===== config.mk =====
export PLATFORM = sky130hd
export DESIGN_NAME = universal_shift_reg
export DESIGN_NICKNAME = d
export VERILOG_FILES = /design/src/rtl/usr_pkg.sv /design/src/rtl/usr_next_value.sv /design/src/rtl/universal_shift_reg.sv
export SDC_FILE = /design/constraint.sdc
export NUM_CORES = 1
export LEC_CHECK = 0
export BUFFER_PORTS_ARGS = -buffer_cell sky130_fd_sc_hd__buf_2
export CAP_MARGIN = 20
export CELL_PAD_IN_SITES_DETAIL_PLACEMENT = 2
export CELL_PAD_IN_SITES_GLOBAL_PLACEMENT = 2
export CORE_ASPECT_RATIO = 0.75
export CORE_MARGIN = 4
export CORE_UTILIZATION = 31
export DETAILED_ROUTE_END_ITERATION = 12
export PLACE_DENSITY = 0.82
export SLEW_MARGIN = 20
export SYNTH_ARGS = -nofsm -noshare
export SYNTH_HDL_FRONTEND = slang
export SYNTH_SLANG_ARGS = --single-unit

===== constraint.sdc =====
create_clock -name CLK -period 3.4 [get_ports CLK]
set_input_delay 0.17 -clock CLK [delete_from_list [all_inputs] [get_ports CLK]]
set_output_delay 0.17 -clock CLK [all_outputs]
set_load 0.01 [all_outputs]

===== src/rtl/usr_pkg.sv =====
//------------------------------------------------------------------------------
// Module   : usr_pkg
// Brief    : Mode codes and burst FSM state encoding for universal_shift_reg.
// Revision : 1.0
//------------------------------------------------------------------------------
`default_nettype none

package usr_pkg;

    typedef enum logic [2:0] {
        USR_HOLD   = 3'b000,
        USR_SHR    = 3'b001,
        USR_SHL    = 3'b010,
        USR_LOAD   = 3'b011,
        USR_ROR    = 3'b100,
        USR_ROL    = 3'b101,
        USR_CNT_UP = 3'b110,
        USR_CNT_DN = 3'b111
    } usr_mode_e;

    typedef enum logic [0:0] {
        USR_IDLE  = 1'b0,
        USR_BURST = 1'b1
    } usr_state_e;

endpackage

`default_nettype wire


===== src/rtl/usr_next_value.sv =====
//------------------------------------------------------------------------------
// Module   : usr_next_value
// Brief    : Combinational next-Q function of the universal shift register.
//            Count modes are compiled only when USR_COUNT_EN is defined.
// Revision : 1.0
//------------------------------------------------------------------------------
`default_nettype none

module usr_next_value
    import usr_pkg::*;
#(
    parameter int WIDTH = 8
) (
    input  usr_mode_e        i_mode,
    input  logic [WIDTH-1:0] i_q,
    input  logic [WIDTH-1:0] i_d,
    input  logic             i_sin_msb,
    input  logic             i_sin_lsb,
    output logic [WIDTH-1:0] o_q_next
);

    always_comb begin
        o_q_next = i_q;
        case (i_mode)
            USR_SHR:    o_q_next = {i_sin_msb, i_q[WIDTH-1:1]};
            USR_SHL:    o_q_next = {i_q[WIDTH-2:0], i_sin_lsb};
            USR_LOAD:   o_q_next = i_d;
            USR_ROR:    o_q_next = {i_q[0], i_q[WIDTH-1:1]};
            USR_ROL:    o_q_next = {i_q[WIDTH-2:0], i_q[WIDTH-1]};
`ifdef USR_COUNT_EN
            USR_CNT_UP: o_q_next = i_q + WIDTH'(1);
            USR_CNT_DN: o_q_next = i_q - WIDTH'(1);
`endif
            default:    o_q_next = i_q;
        endcase
    end

endmodule

`default_nettype wire


===== src/rtl/universal_shift_reg.sv =====
//------------------------------------------------------------------------------
// Module   : universal_shift_reg
// Brief    : N-bit load/shift/rotate/count register with a counted burst
//            sequencer and BUSY/DONE handshake. Optional macro: USR_COUNT_EN.
// Revision : 1.0
//------------------------------------------------------------------------------
`default_nettype none

module universal_shift_reg
    import usr_pkg::*;
#(
    parameter int               WIDTH       = 8,
    parameter logic [WIDTH-1:0] RESET_VALUE = '0,
    parameter int               LEN_W       = $clog2(WIDTH + 1)
) (
    input  logic             CLK,
    input  logic             RST_N,
    input  logic             EN,
    input  logic [2:0]       MODE,
    input  logic [WIDTH-1:0] D,
    input  logic             SIN_MSB,
    input  logic             SIN_LSB,
    input  logic             START,
    input  logic [LEN_W-1:0] LEN,
    output logic [WIDTH-1:0] Q,
    output logic [WIDTH-1:0] Q_neg,
    output logic             SOUT_LSB,
    output logic             SOUT_MSB,
    output logic             BUSY,
    output logic             DONE
);

    localparam logic [LEN_W-1:0] c_len_max = LEN_W'(WIDTH);

    usr_state_e       r_state,  w_state_next;
    usr_mode_e        r_mode,   w_mode_next;
    logic [LEN_W-1:0] r_count,  w_count_next;
    logic [WIDTH-1:0] r_q,      w_q_next;
    logic             r_done,   w_done_next;
    logic [WIDTH-1:0] w_op_result;
    logic [LEN_W-1:0] w_len_clamped;
    usr_mode_e        w_op_mode;

    assign w_len_clamped = (LEN > c_len_max) ? c_len_max : LEN;
    // Live MODE drives the datapath only while idle; a burst uses its latched copy.
    assign w_op_mode     = (r_state == USR_BURST) ? r_mode : usr_mode_e'(MODE);

    usr_next_value #(
        .WIDTH (WIDTH)
    ) u_next_value (
        .i_mode    (w_op_mode),
        .i_q       (r_q),
        .i_d       (D),
        .i_sin_msb (SIN_MSB),
        .i_sin_lsb (SIN_LSB),
        .o_q_next  (w_op_result)
    );

    always_comb begin
        w_state_next = r_state;
        w_mode_next  = r_mode;
        w_count_next = r_count;
        w_q_next     = r_q;
        w_done_next  = 1'b0;
        if (EN) begin
            case (r_state)
                USR_IDLE: begin
                    if (START) begin
                        if (w_len_clamped != '0) begin
                            w_state_next = USR_BURST;
                            w_mode_next  = usr_mode_e'(MODE);
                            w_count_next = w_len_clamped;
                        end else begin
                            w_done_next = 1'b1;
                        end
                    end else begin
                        w_q_next = w_op_result;
                    end
                end
                USR_BURST: begin
                    w_q_next     = w_op_result;
                    w_count_next = r_count - LEN_W'(1);
                    if (r_count == LEN_W'(1)) begin
                        w_state_next = USR_IDLE;
                        w_done_next  = 1'b1;
                    end
                end
                default: w_state_next = USR_IDLE;
            endcase
        end
    end

    always_ff @(posedge CLK or negedge RST_N) begin
        if (!RST_N) begin
            r_state <= USR_IDLE;
            r_mode  <= USR_HOLD;
            r_count <= '0;
            r_q     <= RESET_VALUE;
            r_done  <= 1'b0;
        end else begin
            r_state <= w_state_next;
            r_mode  <= w_mode_next;
            r_count <= w_count_next;
            r_q     <= w_q_next;
            r_done  <= w_done_next;
        end
    end

    assign Q        = r_q;
    assign Q_neg    = ~r_q;
    assign SOUT_LSB = r_q[0];
    assign SOUT_MSB = r_q[WIDTH-1];
    assign BUSY     = (r_state == USR_BURST);
    assign DONE     = r_done;

endmodule

`default_nettype wire


* After elaboration in Yosys (flattened, before gate mapping)
Cells that the tools add are included.
Storage, ports and cells: register bits 17, output and inout port bits 20, word-level logic and storage cells 39
Operators by class: eq/ne operators 9, order comparisons 1, bitwise logic cells 2, muxes and demuxes 17, reduce and logical (&&, ||, !) cells 4, $add $sub $neg 1
Operators by type and width (count):
- $pmux W8 S5 | 1
- $pmux W8 S2 | 1
- $mux W4 | 3
- $mux W8 | 1
- $not A8 Y8 | 1
- $pmux W4 S2 | 1
- $mux W1 | 7
- $eq A3 B2 Y1 const B | 2
- $eq A3 B3 Y1 const B | 2
- $ne A2 B2 Y1 const B | 3
- $eq A4 B1 Y1 const B | 1
- $gt A4 B4 Y1 const B | 1
- $pmux W1 S2 | 2
- $reduce_and A4 Y1 | 1
- $reduce_bool A4 Y1 | 1
- $sub A4 B1 Y4 const B | 1
- $eq A3 B1 Y1 const B | 1
- $mux W3 | 1
- $reduce_and A3 Y1 | 1
- $reduce_and A2 Y1 | 1
- $not A1 Y1 | 1

* Longest topological paths before layout
depth in word-level cells 7, gate-level depth with buffers 6

* Hierarchy
A second synthesis with hierarchy kept.
Unflattened totals: cell total of the unflattened synthesis 158, area, all modules 1476.4 um^2
By module, submodules not included:
- universal_shift_reg | times used 1, area each 928.4 um^2, cells each 82
- usr_next_value | times used 1, area each 548.0 um^2, cells each 76

* Worst setup path after synthesis
Ideal clock, no wire load.
kind reg2reg, from register r_state (netlist: BUSY), to register r_q[1] (netlist: Q[1]), setup slack 1665 ps, required time 3274 ps, setup time 126 ps, data arrival time 1609 ps, stages on the path, launching flop included 6, clock period less this slack 1735 ps, cells stage by stage dfrtp_1 buf_6 mux2_4 mux2i_2 a21o_1 o32a_1
On the way: longest elaborated chain between the ends 5, elaborated cells on any way between the ends 12, classes of those cells 6 x eq/ne; 4 x mux; 1 x bitwise; 1 x reduce/logical
Ends and longest elaborated chain:
- from (decl) | line universal_shift_reg.sv:35 | usr_state_e r_state, w_state_next;
- from (signal assigned) | line universal_shift_reg.sv:101 | r_state <= w_state_next;
- $mux W3 | line universal_shift_reg.sv:46 | assign w_op_mode = (r_state == USR_BURST) ? r_mode : usr_mode_e'(MODE);
- $eq A3 B3 Y1 (tied with other cells) | line usr_next_value.sv:24 | case (i_mode)
- $pmux W8 S5 | line usr_next_value.sv:24
- $mux W8 | line universal_shift_reg.sv:68 | if (START) begin
- $pmux W8 S2 | line universal_shift_reg.sv:66 | case (r_state)
- to (signal assigned) | line universal_shift_reg.sv:104 | r_q <= w_q_next;
- to (decl) | line universal_shift_reg.sv:38 | logic [WIDTH-1:0] r_q, w_q_next;
Parallel ways exist; a longest one is shown, timed or not. The select of a mux whose other input is x is not followed. A chain may end at the register's enable or synchronous reset.

* Final worst setup path
from register r_state (netlist: BUSY), to register r_q[6] (netlist: Q[6])
The elaborated chain is that of the path after synthesis.

==> impl_metrics.toml <==
[floorplanning]
chip_height_um = 60.92
io-pin-count = 41
dieWidth_um = 78.56
core.rowCount = 18
die_area_um2 = 4785
initial_utilization_pct = 33.59
core_area_um2 = 3446

[synthesis]
synth.top_cells.by_count = "sky130_fd_sc_hd__dfrtp_1 (17), sky130_fd_sc_hd__inv_1 (13), sky130_fd_sc_hd__a21oi_1 (11)"
synth_cells = 122
synth_seq_area_share_pct = 36.76
synth.top_cell.area_share_pct = 36.76
synth_enable_flop_cells = 0
yosys_warnings = 0
ys_dominant_reg_cell = "sky130_fd_sc_hd__dfrtp_1"
avgSynthCellArea_um2 = 9.487
synth.area.top_cells = "sky130_fd_sc_hd__dfrtp_1 (37%), sky130_fd_sc_hd__o32a_1 (6.1%), sky130_fd_sc_hd__a21oi_1 (4.8%), sky130_fd_sc_hd__inv_1 (4.2%), sky130_fd_sc_hd__a21o_1 (3.9%)"
synthesis.area_um2 = 1157
netlist-cell-type-count = 38
yosys.cell_count.top_type = "sky130_fd_sc_hd__dfrtp_1"
postSynth.asyncResetShare_pct = 100.0
mappedNetlistNets = 145
ys_ff_latch = 17
netlist.top_cell.by_area = "sky130_fd_sc_hd__dfrtp_1"

[pwr]
vdd_drop_max_v = 0.0004359
fraction_of_power_spent_switching_nets_pct = 48.42
power_frac_seq_pct = 27.6
intPower_uw = 809.7
power.clock.fraction_pct = 10.2
p_comb_share_pct = 62.2
power.density_cell_area_nw_per_um2 = 1093
cellLeakagePower_nw = 0.7022
totalPowerFinal_mw = 1.570
switching_power_uw = 760.1

[setup_path]
worst-r2r-cell-count = 4
arrival_ns = 2.49
worst-endpoint-required_ns = 3.55
timing_worst_setup_path_type = "flop to flop"
critical_path_peak_fanout = 19
r2r-start = "BUSY"
worst_setup_path_start_kind = "flop"
endpoint_kind = "flop"
reg2reg_setup_slack_ns = 1.06
worst_flop_to_flop_path_endpoint = "Q[6]"

[layout]
post_layout_nonfiller_instances = 211
register_area_um2 = 425.4
post_route_cell_area_um2 = 1436
areaGrowthSynthToFinish_pct = 24.11
multi_input_area_um2 = 643.1
fillCellCount = 391
final_nets = 185
antenna_cells = 0
drive_gt1_share_pct = 33.54

[clocking]
cts_buffers = 3
postCtsResizedCells = 0
clock_tree.buffer_depth = 2
clk_latency_ns = 0.26
cts_tree = "yes"
cts_sinks = 17
cts.htree.levels = 1
worst_setup_hold_path_clk_slew_ns = 0.07
cts_root_buffer = "sky130_fd_sc_hd__clkbuf_8"

[route]
met3_length_um = 191
wl_per_cell_um = 18.61
drtAntennaViolNets = 0
postRouteWirelength_um = 3927
remaining_drc_errors = 0
route.vias.total = 1122
drt-met1-wl_um = 1871
initialDrtViolationCount = 69
dr.pass1.iters = 4
wl_met2_um = 1831
vias_per_cell = 5.318
routed.top_layer = "met4"

[timing]
fin_worst_hold_slack_ns = 0.1693
rsz0062_at_grt = "no"
timing_hold_violations_final = 0
clock_skew_ns = 0.005767
post_route_setup_tns_ns = 0
worst_pin_slew_ns = 0.7126
maxClockFrequency_mhz = 426.5
post-route-min-period_ns = 2.345
slew_violations = 0
final-setup-viol-count = 0
max-slew-margin-rel_pct = 52.50
post-route-period-util_pct = 68.97

[global_route]
first_global_vias = 1223
grt_antenna_before_repair = 0
global_route.usage.total_pct = 17.57
largest_net_degree_at_the_start_of_global_routing = 20
globalRoute.totalOverflow = 0
first_pass_grt_wire_length_um = 6430

[min_path]
worst_min_path_start = "MODE[0]"
hold_depth = 2
hold_end = "r_mode[0]"
hold_path_class = "input pin to flop"

[place]
numPlacedInstances = 206
port_buffers = 40
gp_congestion = 0.8058
placed_instance_area_um2 = 1380
post-dp-hpwl_um = 3041

[run_status]
status = "completed"

[run]
max_cap_viol_count = 0
logic make-up after synthesis:
group | Yosys count | synth area share [%]
AND/OR/NAND/NOR | 33 | 14.70
buffers and inverters | 19 | 7.675
multiplexers | 10 | 11.67
AO/OA/AOI/OAI | 41 | 27.03
adder cells (fa/ha/maj) | 2 | 2.162
flip-flops | 17 | 36.76
power groups by stage:
stage	combinational, mW	sequential (mW)	clock, mW
after global placement	0.921	0.425	0
after global routing	1.08	0.456	0.176
after CTS	0.979	0.433	0.165
final	0.977	0.433	0.160
after floorplan	0.701	0.401	0
after detailed placement	0.967	0.439	0
flip-flops by register name (all words and copies together), names as in the netlist:
name	flops
BUSY	1
DONE	1
Q	8
r_count	4
r_mode	3
critical path: stages (launching register included):
cell and delay [ns]:
sky130_fd_sc_hd__dfrtp_1 0.81, sky130_fd_sc_hd__mux2i_4 0.52, sky130_fd_sc_hd__nand3_1 0.30, sky130_fd_sc_hd__and3_1 0.27, sky130_fd_sc_hd__o32a_1 0.32
layer usage:
layer / global-route usage (%) / vias to the layer above
met4: 3.990 / 0
met3: 4.896 / 5
met5: 0 / -
li1: - / 524
met1: 24.25 / 569
met2: 27.69 / 24
cell usage in the layout, fill, tap and decap left out, drive strengths merged:
| cell | Yosys | layout |
|---|---|---|
| buf | 5 | 40 |
| dfrtp | 17 | 17 |
| inv | 13 | 13 |
| a21oi | 11 | 11 |
| nor2 | 9 | 9 |
| and3 | 7 | 7 |
| o32a | 7 | 7 |
| a21o | 6 | 6 |
| mux2 | 6 | 6 |
| nand2 | 5 | 5 |
| o21ai | 5 | 5 |
| mux2i | 4 | 4 |
| nor2b | 3 | 3 |
| nand3 | 3 | 3 |
| clkbuf | 1 | 3 |
| nor3 | 2 | 2 |
| a221oi | 2 | 2 |
| o2bb2ai | 2 | 2 |
| ha | 2 | 2 |
| or4 | 1 | 1 |
| o31ai | 1 | 1 |
| nand2b | 1 | 1 |
| o311ai | 1 | 1 |
| a311oi | 1 | 1 |
| a2bb2oi | 1 | 1 |
| o41a | 1 | 1 |
| a31oi | 1 | 1 |
| nor3b | 1 | 1 |
| o22ai | 1 | 1 |
| and2 | 1 | 1 |
| a22oi | 1 | 1 |
| clkinv | 0 | 1 |
| dlygate4sd3 | 0 | 1 |
stage by stage:
step	util (%)	setup WS [ns]
after floorplan	-	1.665
after global placement	40.05	1.185
after detailed placement	40.05	1.112
after CTS	41.68	1.083
after global routing	41.68	0.9220
final	41.68	1.055
final cells by class:
cell class,instances,share of cell area [%]
multi-input combinational,86,44.77
sequential,17,29.62
timing repair buffer,41,14.63
tap,50,4.355
inverter,13,3.397
clock buffer,3,2.875
clock inverter,1,0.3484
how the worst max path moves through the flow:
stage | start | end | slack (ns) | cells after the start
after global routing | BUSY | Q[1] | 0.92 | 4
after global placement | BUSY | Q[5] | 1.18 | 4
after CTS | BUSY | Q[6] | 1.08 | 4
after detailed placement | BUSY | Q[6] | 1.11 | 4
final | BUSY | Q[6] | 1.06 | 4
after floorplan | BUSY | Q[1] | 1.67 | 5
what timing repair did:
action / in CTS / in global routing
setup buffers: 0 / 0
hold buffers: 1 / 0
endpoints found under the hold margin: 17 / 0
Note: power is estimated with default switching activity, not from simulation.
